<file path="config.mk">
export PLATFORM = sky130hd
export DESIGN_NAME = custom_buff_sched_ctrl
export DESIGN_NICKNAME = d
export VERILOG_FILES = /design/src/rtl/custom_buff_sched_ctrl.sv
export SDC_FILE = /design/constraint.sdc
export NUM_CORES = 1
export LEC_CHECK = 0
export CORE_MARGIN = 2
export CORE_UTILIZATION = 45
export CTS_BUF_LIST = sky130_fd_sc_hd__clkbuf_16
export DETAILED_ROUTE_END_ITERATION = 10
export PLACE_DENSITY_LB_ADDON = 0.1
export SYNTH_ARGS = -nofsm -noshare
export SYNTH_HDL_FRONTEND = slang
export SYNTH_SLANG_ARGS = --single-unit
</file>
<file path="constraint.sdc">
create_clock -name clk -period 4 [get_ports clk]
set_input_delay 0.4 -clock clk [delete_from_list [all_inputs] [get_ports clk]]
set_output_delay 0.4 -clock clk [all_outputs]
set_load 0.1 [all_outputs]
</file>
<file path="src/rtl/custom_buff_sched_ctrl.sv">
// Step scheduler: walks steps 0..LAST_STEP, issuing buffer read strobes once every
// buffer a step consumes is ready, with stall freeze and a wait-timeout abort.
module custom_buff_sched_ctrl #(
  parameter int LAST_STEP  = 25,
  parameter int WAIT_LIMIT = 15
) (
  input  logic       clk,
  input  logic       rst_n,
  input  logic       start,
  input  logic       stall_i,
  output logic [4:0] cnt_o,
  input  logic [3:0] buff_use_i,
  input  logic [3:0] buf_rdy_i,
  output logic [3:0] buf_rd_o,
  output logic       step_valid_o,
  output logic       busy_o,
  output logic       done_o,
  output logic       err_o
);

  localparam int WW = $clog2(WAIT_LIMIT + 1);

  typedef enum logic [1:0] {IDLE, RUN, WAIT, DONE} state_t;

  state_t          state;
  logic [WW-1:0]   wait_cnt;
  logic            blocked;
  logic            issue;
  logic            last_step;

  assign blocked   = |(buff_use_i & ~buf_rdy_i);
  assign last_step = (cnt_o == 5'(LAST_STEP));

  // NOTE: strobes are combinational from the state register so a step issues in the
  // same cycle its buffers become ready; async reset clears state and thus the strobes.
  assign issue        = ((state == RUN) || (state == WAIT)) && !stall_i && !blocked;
  assign step_valid_o = issue;
  assign buf_rd_o     = issue ? buff_use_i : 4'b0000;

  // NOTE: all state uses non-blocking assignments so every register samples pre-edge values.
  always_ff @(posedge clk or negedge rst_n) begin
    if (!rst_n) begin
      state    <= IDLE;
      cnt_o    <= '0;
      wait_cnt <= '0;
      err_o    <= 1'b0;
      busy_o   <= 1'b0;
      done_o   <= 1'b0;
    end else begin
      done_o <= 1'b0;
      case (state)
        IDLE: begin
          cnt_o    <= '0;
          wait_cnt <= '0;
          if (start) begin
            state  <= RUN;
            err_o  <= 1'b0;
            busy_o <= 1'b1;
          end
        end
        RUN, WAIT: begin
          if (issue) begin
            wait_cnt <= '0;
            if (last_step) begin
              state  <= DONE;
              busy_o <= 1'b0;
              done_o <= 1'b1;
            end else begin
              cnt_o <= cnt_o + 5'd1;
              state <= RUN;
            end
          end else if (stall_i) begin
            state <= state;
          end else if (state == RUN) begin
            state    <= WAIT;
            wait_cnt <= WW'(1);
          end else if (wait_cnt == WW'(WAIT_LIMIT)) begin
            // Saturated wait: abort the run rather than let the counter wrap.
            err_o  <= 1'b1;
            state  <= DONE;
            busy_o <= 1'b0;
            done_o <= 1'b1;
          end else begin
            wait_cnt <= wait_cnt + WW'(1);
          end
        end
        DONE: begin
          state    <= IDLE;
          cnt_o    <= '0;
          wait_cnt <= '0;
        end
        default: state <= IDLE;
      endcase
    end
  end

endmodule

</file>
; ---- Word-level counts from Yosys, hierarchy flattened
; Index checks and enable logic that the tools add are counted.
[op_classes]
muxes = 35
n_eq_ne = 18
addsub = 2
n_reduce_logical = 15
bitwise_logic = 2
[op_table]
columns = operator, n
row1 = 4-bit two-way mux, 5
row2 = 1-bit two-way mux, 17
row3 = 2-bit != test (second input constant), 7
row4 = 2-bit two-way mux, 6
row5 = 3-bit != test (second input constant), 4
row6 = 6-bit AND reduction, 2
row7 = 5-bit two-way mux, 2
row8 = 5-bit case mux with 2 select lines, 1
row9 = 4-bit != test (second input constant), 2
row10 = 4-bit case mux with 2 select lines, 1
row11 = 2-bit case mux with 3 select lines, 1
row12 = 5-bit by 1-bit adder with 5-bit output (second input constant), 1
row13 = 5-bit equality test (second input constant), 1
row14 = 4-bit by 1-bit adder with 4-bit output (second input constant), 1
row15 = 4-bit bitwise AND, 1
row16 = 2-bit equality test (second input constant), 2
row17 = 4-bit equality test (second input constant), 1
row18 = 4-bit inverter, 1
row19 = 1-bit case mux with 2 select lines, 2
row20 = 2-bit AND reduction, 2
row21 = 2-bit OR reduction, 2
row22 = 4-bit OR reduction, 1
row23 = 3-bit AND reduction, 1
row24 = 2-bit by 1-bit equality test with 1-bit output (second input constant), 1
row25 = other kinds (5), 7
[totals]
out_inout_bits = 13
regBits = 14

; ---- Depth between registers and ports, before layout
; Gate-level depths: netlist (run 1).
[logic_depth]
ltp_word = 7
ltp_mapped = 6
ltp_nobuf = 6

; ---- Least setup slack after synthesis (run 1)
; OpenSTA, ideal clock, no wires.
[synth_path]
kind = register -> output
startpoint = register state[0]
endpoint = output port buf_rd_o[0]
slack_ns = -0.240
arrival_time_ns = 3.840
stages_incl_launch_ff = 5
required_time_ns = 3.600
path_buffers = 0
path_cell_list = dfrtp_1 -> inv_1 -> ha_1 -> inv_1 -> nor4_1
[synth_between]
elab_chain_len = 5
elab_cells_between_ends = 6
classes_between = eq/ne (2) / mux (1) / reduce/logical (3)
[synth_rtl]
columns = element, line
row1 = from (decl), 25  ; state_t state;
row2 = from (signal assigned), 73  ; state <= state;
row3 = 2-bit by 1-bit equality test with 1-bit output / 2-bit equality test (equally long branches), 36  ; assign issue = ((state == RUN) || (state == WAIT)) && !stall_i && !blocked;
row4 = 1-bit logical OR (*), 36
row5 = 1-bit logical AND (*) (2 in series), 36
row6 = 4-bit two-way mux (*), 38  ; assign buf_rd_o = issue ? buff_use_i : 4'b0000;
row7 = to (decl), 14  ; output logic [3:0] buf_rd_o,
; Mark *: on every way between the ends. The rest lies on a longest branch, timed or not.

; ---- Worst setup path in the final report (run 1)
[layout_path]
startpoint = register state[0]
endpoint = output port buf_rd_o[2]
; Same word-level chain as after synthesis.

==> impl_metrics.yaml, run 1 <==
clock_tree:
  cts_tree: "yes"
  holdBufCountCts: 0
  clockBufferDepth: 2
  cts_made_buffers: 3
  clockRootBuffer: "clkbuf_16"
  path_clk_slew_ps: 50
  clkLatencyLatePin_ps: 240
  cts_resized: 0
  cts_setup_buffers: 0
  cts_max_level: 1
  cts_sinks: 14
pwr:
  comb_power_share_pct: 46.7
  peakVddDrop_mv: 0.4261
  p_leak_uw: 0.0005881
  p_int_uw: 395.0
  p_switching_uw: 317.4
  pwr-share-clk_pct: 26.6
  sw_frac_of_total_pct: 44.56
  p_per_area_nw_per_um2: 580.4
  pwr-share-seq_pct: 26.7
detailed_routing:
  wl_um: 2019
  drt-initial-drc-count: 10
  dr.pass1.iters: 4
  drc_errors: 0
  antenna_left: 0
  wl_per_cell_um: 13.20
  vias: 799
  via_per_inst: 5.222
placement:
  pre_cts_slack_ps: 1404
  io_buffer_count: 24
  gp_congestion: 0.8570
  dp_hpwl_um: 1484
die:
  start_util_pct: 46.94
  io_pins: 25
  core_area_um2: 1922
  fp.dieH_um: 48.78
  dieWidth_um: 48.78
  row_count: 16
  dieArea_um2: 2379
final_layout:
  nets: 145
  layout-drive-gt1-share_pct: 11.11
  register_area_um2: 350.3
  area_growth_pct: 36.06
  antennaDiodeCount: 0
  multiInputGateArea_um2: 491.7
  fillers: 177
grt:
  grt_start_max_net_pins: 17
  grt_pass1_vias: 764
  grt-ovfl-total: 0
  grtUsageTotal_pct: 19.05
  antenna_found_initial: 0
  grt_pass1_wl_um: 3546
timing:
  setup_viol: 0
  fmax_mhz: 368.0
  final.setup.worst_slack_ps: 1283
  period_share_pct: 67.94
  clock_skew_ps: 1.019
  hold_viol: 0
  rsz0062_at_grt: "false"
  fin_crit_ps: 2717
  worstMarginPinSlew_ps: 974.0
  setup-tns-final_ps: 0
  maxSlewHeadroom_pct: 34.86
  slew_viol_final: 0
synth:
  synth_area_per_cell_um2: 9.021
  yosysWarnings: 0
  ys_seq_area_share_pct: 38.83
  synth.net_count: 118
  synthCells: 100
  synth_cell_types: 34
  synth_seq_cells: 14
  syn_area_um2: 902.1
  synth-edff-count: 0
  yosys_most_used_dff: "dfrtp_1"
  synthArstFlopShare_pct: 100.0
run_status:
  outcome: "complete, no violations"
min_path:
  hp-class: "reg -> reg"
run:
  maxCapViolations: 0
worst_setup_path:
  arrival_ps: 2320
  end_kind: "primary output"
  crit_fanout: 16
  worstSetupPathType: "reg -> out"
  start_kind: "flop"
  required_ps: 3600
critical path, stage by stage (launching register included):
cell and delay [ps]:
dfrtp_1 390, inv_1 60, ha_1 580, inv_1 180, nor3_4 380, and2_1 190, buf_4 290
cells in the final DEF (no fill, tap or decap), drive strengths merged:
master         count
a21oi              4
nor2              14
o211a              1
nand4              3
clkdlybuf4s50     19
ha                 6
clkinv             2
buf                5
and2               2
nand2              7
a211oi             1
nor3               4
o22ai              1
nand3              3
nand4b             1
mux2i              6
nand3b             1
nor4               3
clkbuf             3
a221o              1
inv               11
a22oi              1
nand2b             2
o32a               1
a32o               1
o21ai              4
o2bb2ai            1
dfrtp             14
nor3b              2
or2                1
mux2               1
power groups by stage:
stage          combinational [uW]  sequential [uW]  clock (uW)
2_1_floorplan                 198              245           0
3_3_place_gp                  329              190           0
3_5_place_dp                  332              192           0
4_1_cts                       337              190         190
5_1_grt                       366              195         199
6_report                      333              190         190
synth_stat cells, drive strengths merged, types with 2 or more instances:
cell,instances,share of area [%]
nor3b,2,1.7
and2,2,1.4
inv,11,4.6
ha,6,8.3
o21ai,4,2.6
nor4,3,2.1
a21oi,4,2.2
nor2,14,5.8
nand3,3,1.7
nand2,7,2.9
mux2i,6,6.7
dfrtp,14,39
nand2b,2,1.4
nor3,4,3.5
nand4,3,2.1
state kept, by name (all words and copies together), names as in the netlist:
name and flops:
cnt_o 5, wait_cnt 4, state 2, busy_o 1, done_o 1, err_o 1
metrics by stage:
step | util, % | hold WS (ps) | instance area, um^2 | std cells | total power, uW
after floorplan | - | 104.4 | 902.1 | 100 | 443.8
after global placement | 59.77 | 491.8 | 1149 | 149 | 518.7
after detailed placement | 59.77 | 501.7 | 1149 | 149 | 524.0
after CTS | 63.87 | 508.9 | 1227 | 153 | 716.7
after global routing | 63.87 | 533.6 | 1227 | 153 | 760.4
final | 63.87 | 508.0 | 1227 | 153 | 712.4
cell type report:
class                   instances  share of cell area [%]
clock buffers                   3                   6.116
clock inverters                 1                  0.3058
inverters                      12                   3.670
multi-input cells              72                   40.06
flip-flops and latches         14                   28.54
well taps                      27                   2.752
repair buffers                 24                   18.55
kinds of logic after synthesis:
logic type / Yosys count / share of synthesized area, %
buffers and inverters: 14 / 6.657
AO/OA/AOI/OAI: 16 / 13.32
flip-flops: 14 / 38.84
adder cells (fa/ha/maj): 6 / 8.322
AND/OR/NAND/NOR: 43 / 24.97
multiplexers: 7 / 7.906
routing by layer:
metal	wire [um]	track usage [%]	part of all wire (%)	vias up
met2	925	29.68	46	19
met3	87	4.601	4.3	2
li1	-	-	-	405
met1	992	26.28	49	373
met5	0	0	0	-
met4	13	5.714	0.64	0
final timing paths:
path / startpoint / end / slack, ps / depth (start not counted)
max: state[0]$_DFFE_PN0P_ / buf_rd_o[2] / 1280 / 6
max reg2reg: state[0]$_DFFE_PN0P_ / busy_o$_DFFE_PN0P_ / 1950 / 6
min in group asynchronous: rst_n / cnt_o[4]$_DFFE_PN0P_ / 560 / 1
min: cnt_o[4]$_DFFE_PN0P_ / cnt_o[4]$_DFFE_PN0P_ / 510 / 1
min reg2reg: cnt_o[4]$_DFFE_PN0P_ / cnt_o[4]$_DFFE_PN0P_ / 510 / 1
max in group asynchronous: rst_n / wait_cnt[0]$_DFFE_PN0P_ / 3030 / 1
Power figures use the tool's default switching activity.
==> run 2, diff against run 1 <==
--- a/config.mk
+++ b/config.mk
@@ -6,7 +6,7 @@
 export NUM_CORES = 1
 export LEC_CHECK = 0
 export CORE_MARGIN = 2
-export CORE_UTILIZATION = 45
+export CORE_UTILIZATION = 42
 export CTS_BUF_LIST = sky130_fd_sc_hd__clkbuf_16
 export DETAILED_ROUTE_END_ITERATION = 10
 export PLACE_DENSITY_LB_ADDON = 0.1
==> constraint.sdc (replaced) <==
create_clock -name clk -period 2.2 [get_ports clk]
set_input_delay 0.22 -clock clk [delete_from_list [all_inputs] [get_ports clk]]
set_output_delay 0.22 -clock clk [all_outputs]
set_load 0.1 [all_outputs]
==> run 2 against run 1 <==
Combinational power increased by 120%. Clock-buffer cell count is the same. Largest power group unchanged. Clock power increased by 85%. Global-route usage grew 0.20 points. Cell area grew 11%. First-iteration DRC count decreased by 30%. Wire length is 2.2% higher. Clock skew about the same. Highest routed layer unchanged. Via count grew 0.63%. Largest cell class unchanged. Sequential power grew 82%.
==> impl_metrics.yaml, run 2 (synthesis results as in run 1) <==
final_layout:
  register_area_um2: 350.3
  fin_area_um2: 1365
  top_register: "cnt_o"
  multiInputGateArea_um2: 539.3
  top_regs: "cnt_o (5), wait_cnt (4), state (2)"
  utilization_pct: 68.19
  layout-drive-gt1-share_pct: 26.52
  area_growth_pct: 51.32
  nets: 151
  largest_register_ffs: 5
  fillers: 168
  final_cell_mix: "nor2_1 (14), dfrtp_1 (14), buf_4 (14), clkdlybuf4s50_1 (11)"
  antennaDiodeCount: 0
timing:
  hold_viol: 0
  clock_skew_ps: 1.245
  rsz0062_at_grt: "false"
  worstMarginPinSlew_ps: 643.0
  setup_viol: 0
  period_share_pct: 92.34
  final.setup.worst_slack_ps: 168.4
  maxSlewHeadroom_pct: 57.00
  fin_crit_ps: 2032
  slew_viol_final: 0
  fmax_mhz: 492.2
placement:
  io_buffer_count: 24
  pre_cts_slack_ps: 136.6
  place_area_um2: 1286
  gp_congestion: 0.8253
  dp_hpwl_um: 1566
pwr:
  power_uw: 1429
  p_leak_uw: 0.0006515
  peakVddDrop_mv: 0.7964
  p_per_area_nw_per_um2: 1047
run_status:
  outcome: "complete, no violations"
detailed_routing:
  wl_per_cell_um: 12.98
  drc_errors: 0
  wl_um: 2064
  via_per_inst: 5.057
  wl_met2_um: 931
  antenna_left: 0
  vias: 804
  drt-initial-drc-count: 7
  dr.pass1.iters: 4
  top_layer: "met4"
  wl_met3_um: 112
  wl_met1_um: 977
grt:
  grt_pass1_wl_um: 3629
  grt-ovfl-total: 0
  antenna_found_initial: 0
  grtUsageTotal_pct: 19.26
  grt_start_max_net_pins: 17
  grt_pass1_vias: 777
worst_setup_path:
  worst-r2r-setup-slack_ps: 440
  required_ps: 1980
  end_kind: "primary output"
  rr_worst_depth: 7
  r2r-end: "cnt_o[3]$_DFFE_PN0P_"
  arrival_ps: 1810
  crit_fanout: 4
  worstSetupPathType: "in -> out"
  r2r_start: "state[1]$_DFFE_PN0P_"
  start_kind: "input pin"
clock_tree:
  cts_max_level: 1
  holdBufCountCts: 0
  path_clk_slew_ps: 50
  cts_made_buffers: 3
  cts_resized: 0
  cts_tree: "yes"
  cts_setup_buffers: 0
  clockRootBuffer: "clkbuf_16"
  clockBufferDepth: 2
  clkLatencyLatePin_ps: 250
  cts_sinks: 14
die:
  dieArea_um2: 2535
  fp.dieH_um: 50.35
  dieWidth_um: 50.35
  core_area_um2: 2002
  row_count: 16
  io_pins: 25
  start_util_pct: 45.06
min_path:
  hp-class: "in -> async"
run:
  maxCapViolations: 0
==> run 2: cell types whose count changed in the layout (fill, tap and decap cells not counted), sizes merged <==
cell / change
buf: +14
clkdlybuf4s50: -8
==> run 2: final cells by class <==
class / count / share of cell area, %
repair buffers: 30 / 23.10
clock buffers: 3 / 5.500
inverters: 12 / 3.483
well taps: 27 / 2.475
flip-flops and latches: 14 / 25.66
clock inverters: 1 / 0.2750
multi-input cells: 72 / 39.51
==> run 2: worst max-delay path by stage <==
stage	start	endpoint	slack, ps	cells after the start
after floorplan	state[0]$_DFFE_PN0P_	buf_rd_o[2]	-230	5
after global placement	buf_rdy_i[2]	state[1]$_DFFE_PN0P_	140	6
after detailed placement	buf_rdy_i[2]	state[1]$_DFFE_PN0P_	140	6
after CTS	buf_rdy_i[2]	buf_rd_o[2]	150	6
after global routing	state[1]$_DFFE_PN0P_	buf_rd_o[3]	60	6
final	buf_rdy_i[2]	buf_rd_o[3]	170	6
==> run 2: power breakdown <==
group          total, uW  switching (uW)  internal [uW]  leakage (uW)
logic                732             470            262      0.000427
registers            345            46.0            299      0.000186
clock network        351             110            241     0.0000385
==> run 2: critical path: stages <==
cell and delay, ps:
clkdlybuf4s50_1 460, clkinv_1 50, a221o_1 400, nor3_4 310, and2_4 210, buf_12 160
==> run 2: through the flow <==
stage | setup TNS [ps] | hold slack [ps] | std cells
global placement | 0 | 490.0 | 155
CTS | 0 | 408.2 | 159
global route | 0 | 427.2 | 159
finish | 0 | 373.5 | 159
detailed placement | 0 | 500.1 | 155
floorplan | -556.2 | -75.59 | 100
==> run 2: layer usage <==
layer | up-vias | track usage [%]
met5 | - | 0
li1 | 412 | -
met4 | 0 | 9.459
met2 | 18 | 27.85
met3 | 4 | 4.167
met1 | 370 | 27.08
==> run 3, diff against run 2 <==
--- a/config.mk
+++ b/config.mk
@@ -5,7 +5,6 @@
 export SDC_FILE = /design/constraint.sdc
 export NUM_CORES = 1
 export LEC_CHECK = 0
-export CORE_MARGIN = 2
 export CORE_UTILIZATION = 42
 export CTS_BUF_LIST = sky130_fd_sc_hd__clkbuf_16
 export DETAILED_ROUTE_END_ITERATION = 10
==> run 3 against run 2 <==
Die area decreased by 7.8%. Clock power decreased by 2%. Final cell count decreased by 0.63%. Clock-buffer cell count unchanged. Clock skew increased by 0.67 ps. Wire length increased by 6.5%. Power increased by 0.42%. Setup slack got worse by 15 ps. Sequential share of layout area increased by 0.071 points. Critical path type unchanged. Hold slack improved by 2.2 ps. Combinational power increased by 2%. Largest cell class unchanged. Sequential cell count unchanged.
==> impl_metrics.yaml, run 3 (synthesis results as in run 1) <==
detailed_routing:
  vias: 841
  dr.pass1.iters: 4
  drt-initial-drc-count: 7
  wl_per_cell_um: 13.92
  via_per_inst: 5.323
  wl_um: 2199
  drc_errors: 0
  antenna_left: 0
placement:
  io_buffer_count: 24
  dp_hpwl_um: 1625
  pre_cts_slack_ps: 144.5
  place_area_um2: 1286
  gp_congestion: 0.8446
  dp_cells: 155
worst_setup_path:
  arrival_ps: 1830
  end_kind: "primary output"
  r2r_start: "state[1]$_DFFE_PN0P_"
  critPathTopFamily: "buffers and inverters"
  worstSetupPathType: "in -> out"
  crit_fanout: 4
  max_stage_delay_ps: 460
  start_kind: "input pin"
  cp_slowest_cell: "clkdlybuf4s50_1"
  required_ps: 1980
  critPathBufInv: 4
  cp_cell_sequence: "clkdlybuf4s50_1 -> clkinv_1 -> a221o_1 -> buf_4 -> nor4_4 -> buf_12"
  cp-startpoint: "buf_rdy_i[2]"
final_layout:
  layout-drive-gt1-share_pct: 26.72
  final_cell_mix: "nor2_1 (14), dfrtp_1 (14), buf_4 (14), clkdlybuf4s50_1 (11)"
  top_register: "cnt_o"
  area_growth_pct: 50.90
  fin_area_um2: 1361
  nets: 151
  fillers: 154
  utilization_pct: 68.69
  largest_register_ffs: 5
  final_cells: 158
  top_regs: "cnt_o (5), wait_cnt (4), state (2)"
  antennaDiodeCount: 0
clock_tree:
  cts_tree: "yes"
  clockRootBuffer: "clkbuf_16"
  cts_max_level: 1
  cts_made_buffers: 3
  path_clk_slew_ps: 50
  cts_setup_buffers: 0
  cts_resized: 0
  clockBufferDepth: 2
  holdBufCountCts: 0
  cts_sinks: 14
  clkLatencyLatePin_ps: 250
pwr:
  power_uw: 1435
  p_leak_uw: 0.0006500
  peakVddDrop_mv: 0.9213
  p_per_area_nw_per_um2: 1054
timing:
  hold_viol: 0
  final.setup.worst_slack_ps: 153.6
  setup_viol: 0
  clock_skew_ps: 1.919
  worstMarginPinSlew_ps: 649.2
  fin_crit_ps: 2046
  fmax_mhz: 488.7
  rsz0062_at_grt: "false"
  slew_viol_final: 0
  maxSlewHeadroom_pct: 56.58
  period_share_pct: 93.02
die:
  dieWidth_um: 48.35
  io_pins: 25
  start_util_pct: 45.52
  row_count: 16
  fp.dieH_um: 48.35
  dieArea_um2: 2337
  core_area_um2: 1982
grt:
  grt_start_max_net_pins: 17
  grt_pass1_vias: 864
  antenna_found_initial: 0
  grt-ovfl-total: 0
  grt_pass1_wl_um: 3815
  grtUsageTotal_pct: 21.22
run:
  maxCapViolations: 0
min_path:
  hp-class: "in -> async"
run_status:
  outcome: "complete, no violations"
-- run 3: cell count changes in the layout (fill, tap and decap cells not counted) --
cell	change
clkinv_1	-1
-- run 3: cell type report --
type                            instances  area, um^2  area share, %
Multi-Input combinational cell         72       539.3          39.61
Sequential cell                        14       350.3          25.74
Timing Repair Buffer                   30       315.3          23.16
Clock buffer                            3       75.07          5.515
Inverter                               12       47.55          3.493
Tap cell                               27       33.78          2.482
-- run 3: worst paths after layout --
check | end | slack (ps) | depth (start not counted)
setup / recovery | buf_rd_o[1] | 150 | 6
hold / removal | wait_cnt[2]$_DFFE_PN0P_ | 380 | 1
setup reg to reg | cnt_o[4]$_DFFE_PN0P_ | 450 | 7
hold reg to reg | cnt_o[4]$_DFFE_PN0P_ | 510 | 1
max in group asynchronous | cnt_o[1]$_DFFE_PN0P_ | 1410 | 1
min in group clk | cnt_o[4]$_DFFE_PN0P_ | 510 | 1
-- run 3: stage by stage --
| step | hold slack (ps) | setup TNS [ps] |
|---|---|---|
| 5_1_grt | 449.1 | 0 |
| 3_3_place_gp | 496.5 | 0 |
| 6_report | 375.8 | 0 |
| 4_1_cts | 393.6 | 0 |
| 2_1_floorplan | -75.59 | -556.2 |
| 3_5_place_dp | 504.5 | 0 |
-- run 3: metal layers --
metal	wire, um	vias to the layer above	track usage, %	part of all wire [%]
met5	0	-	0	0
li1	-	417	-	-
met1	964	395	24.85	44
met4	34	0	7.353	1.5
met3	112	5	5.346	5.1
met2	1088	24	37.56	49
-- run 3: power by group --
part | internal, uW | total [uW] | switching, uW
Combinational | 263 | 744 | 481
Sequential | 300 | 347 | 47.7
Clock | 238 | 344 | 106
Total | 801 | 1430 | 634
-- run 3: worst reg2reg max path: stages (launching register included) --
cell	delay, ps
dfrtp_1	390
inv_1	110
ha_4	390
inv_4	80
nor3_4	190
buf_4	200
nand4_1	130
mux2i_1	140
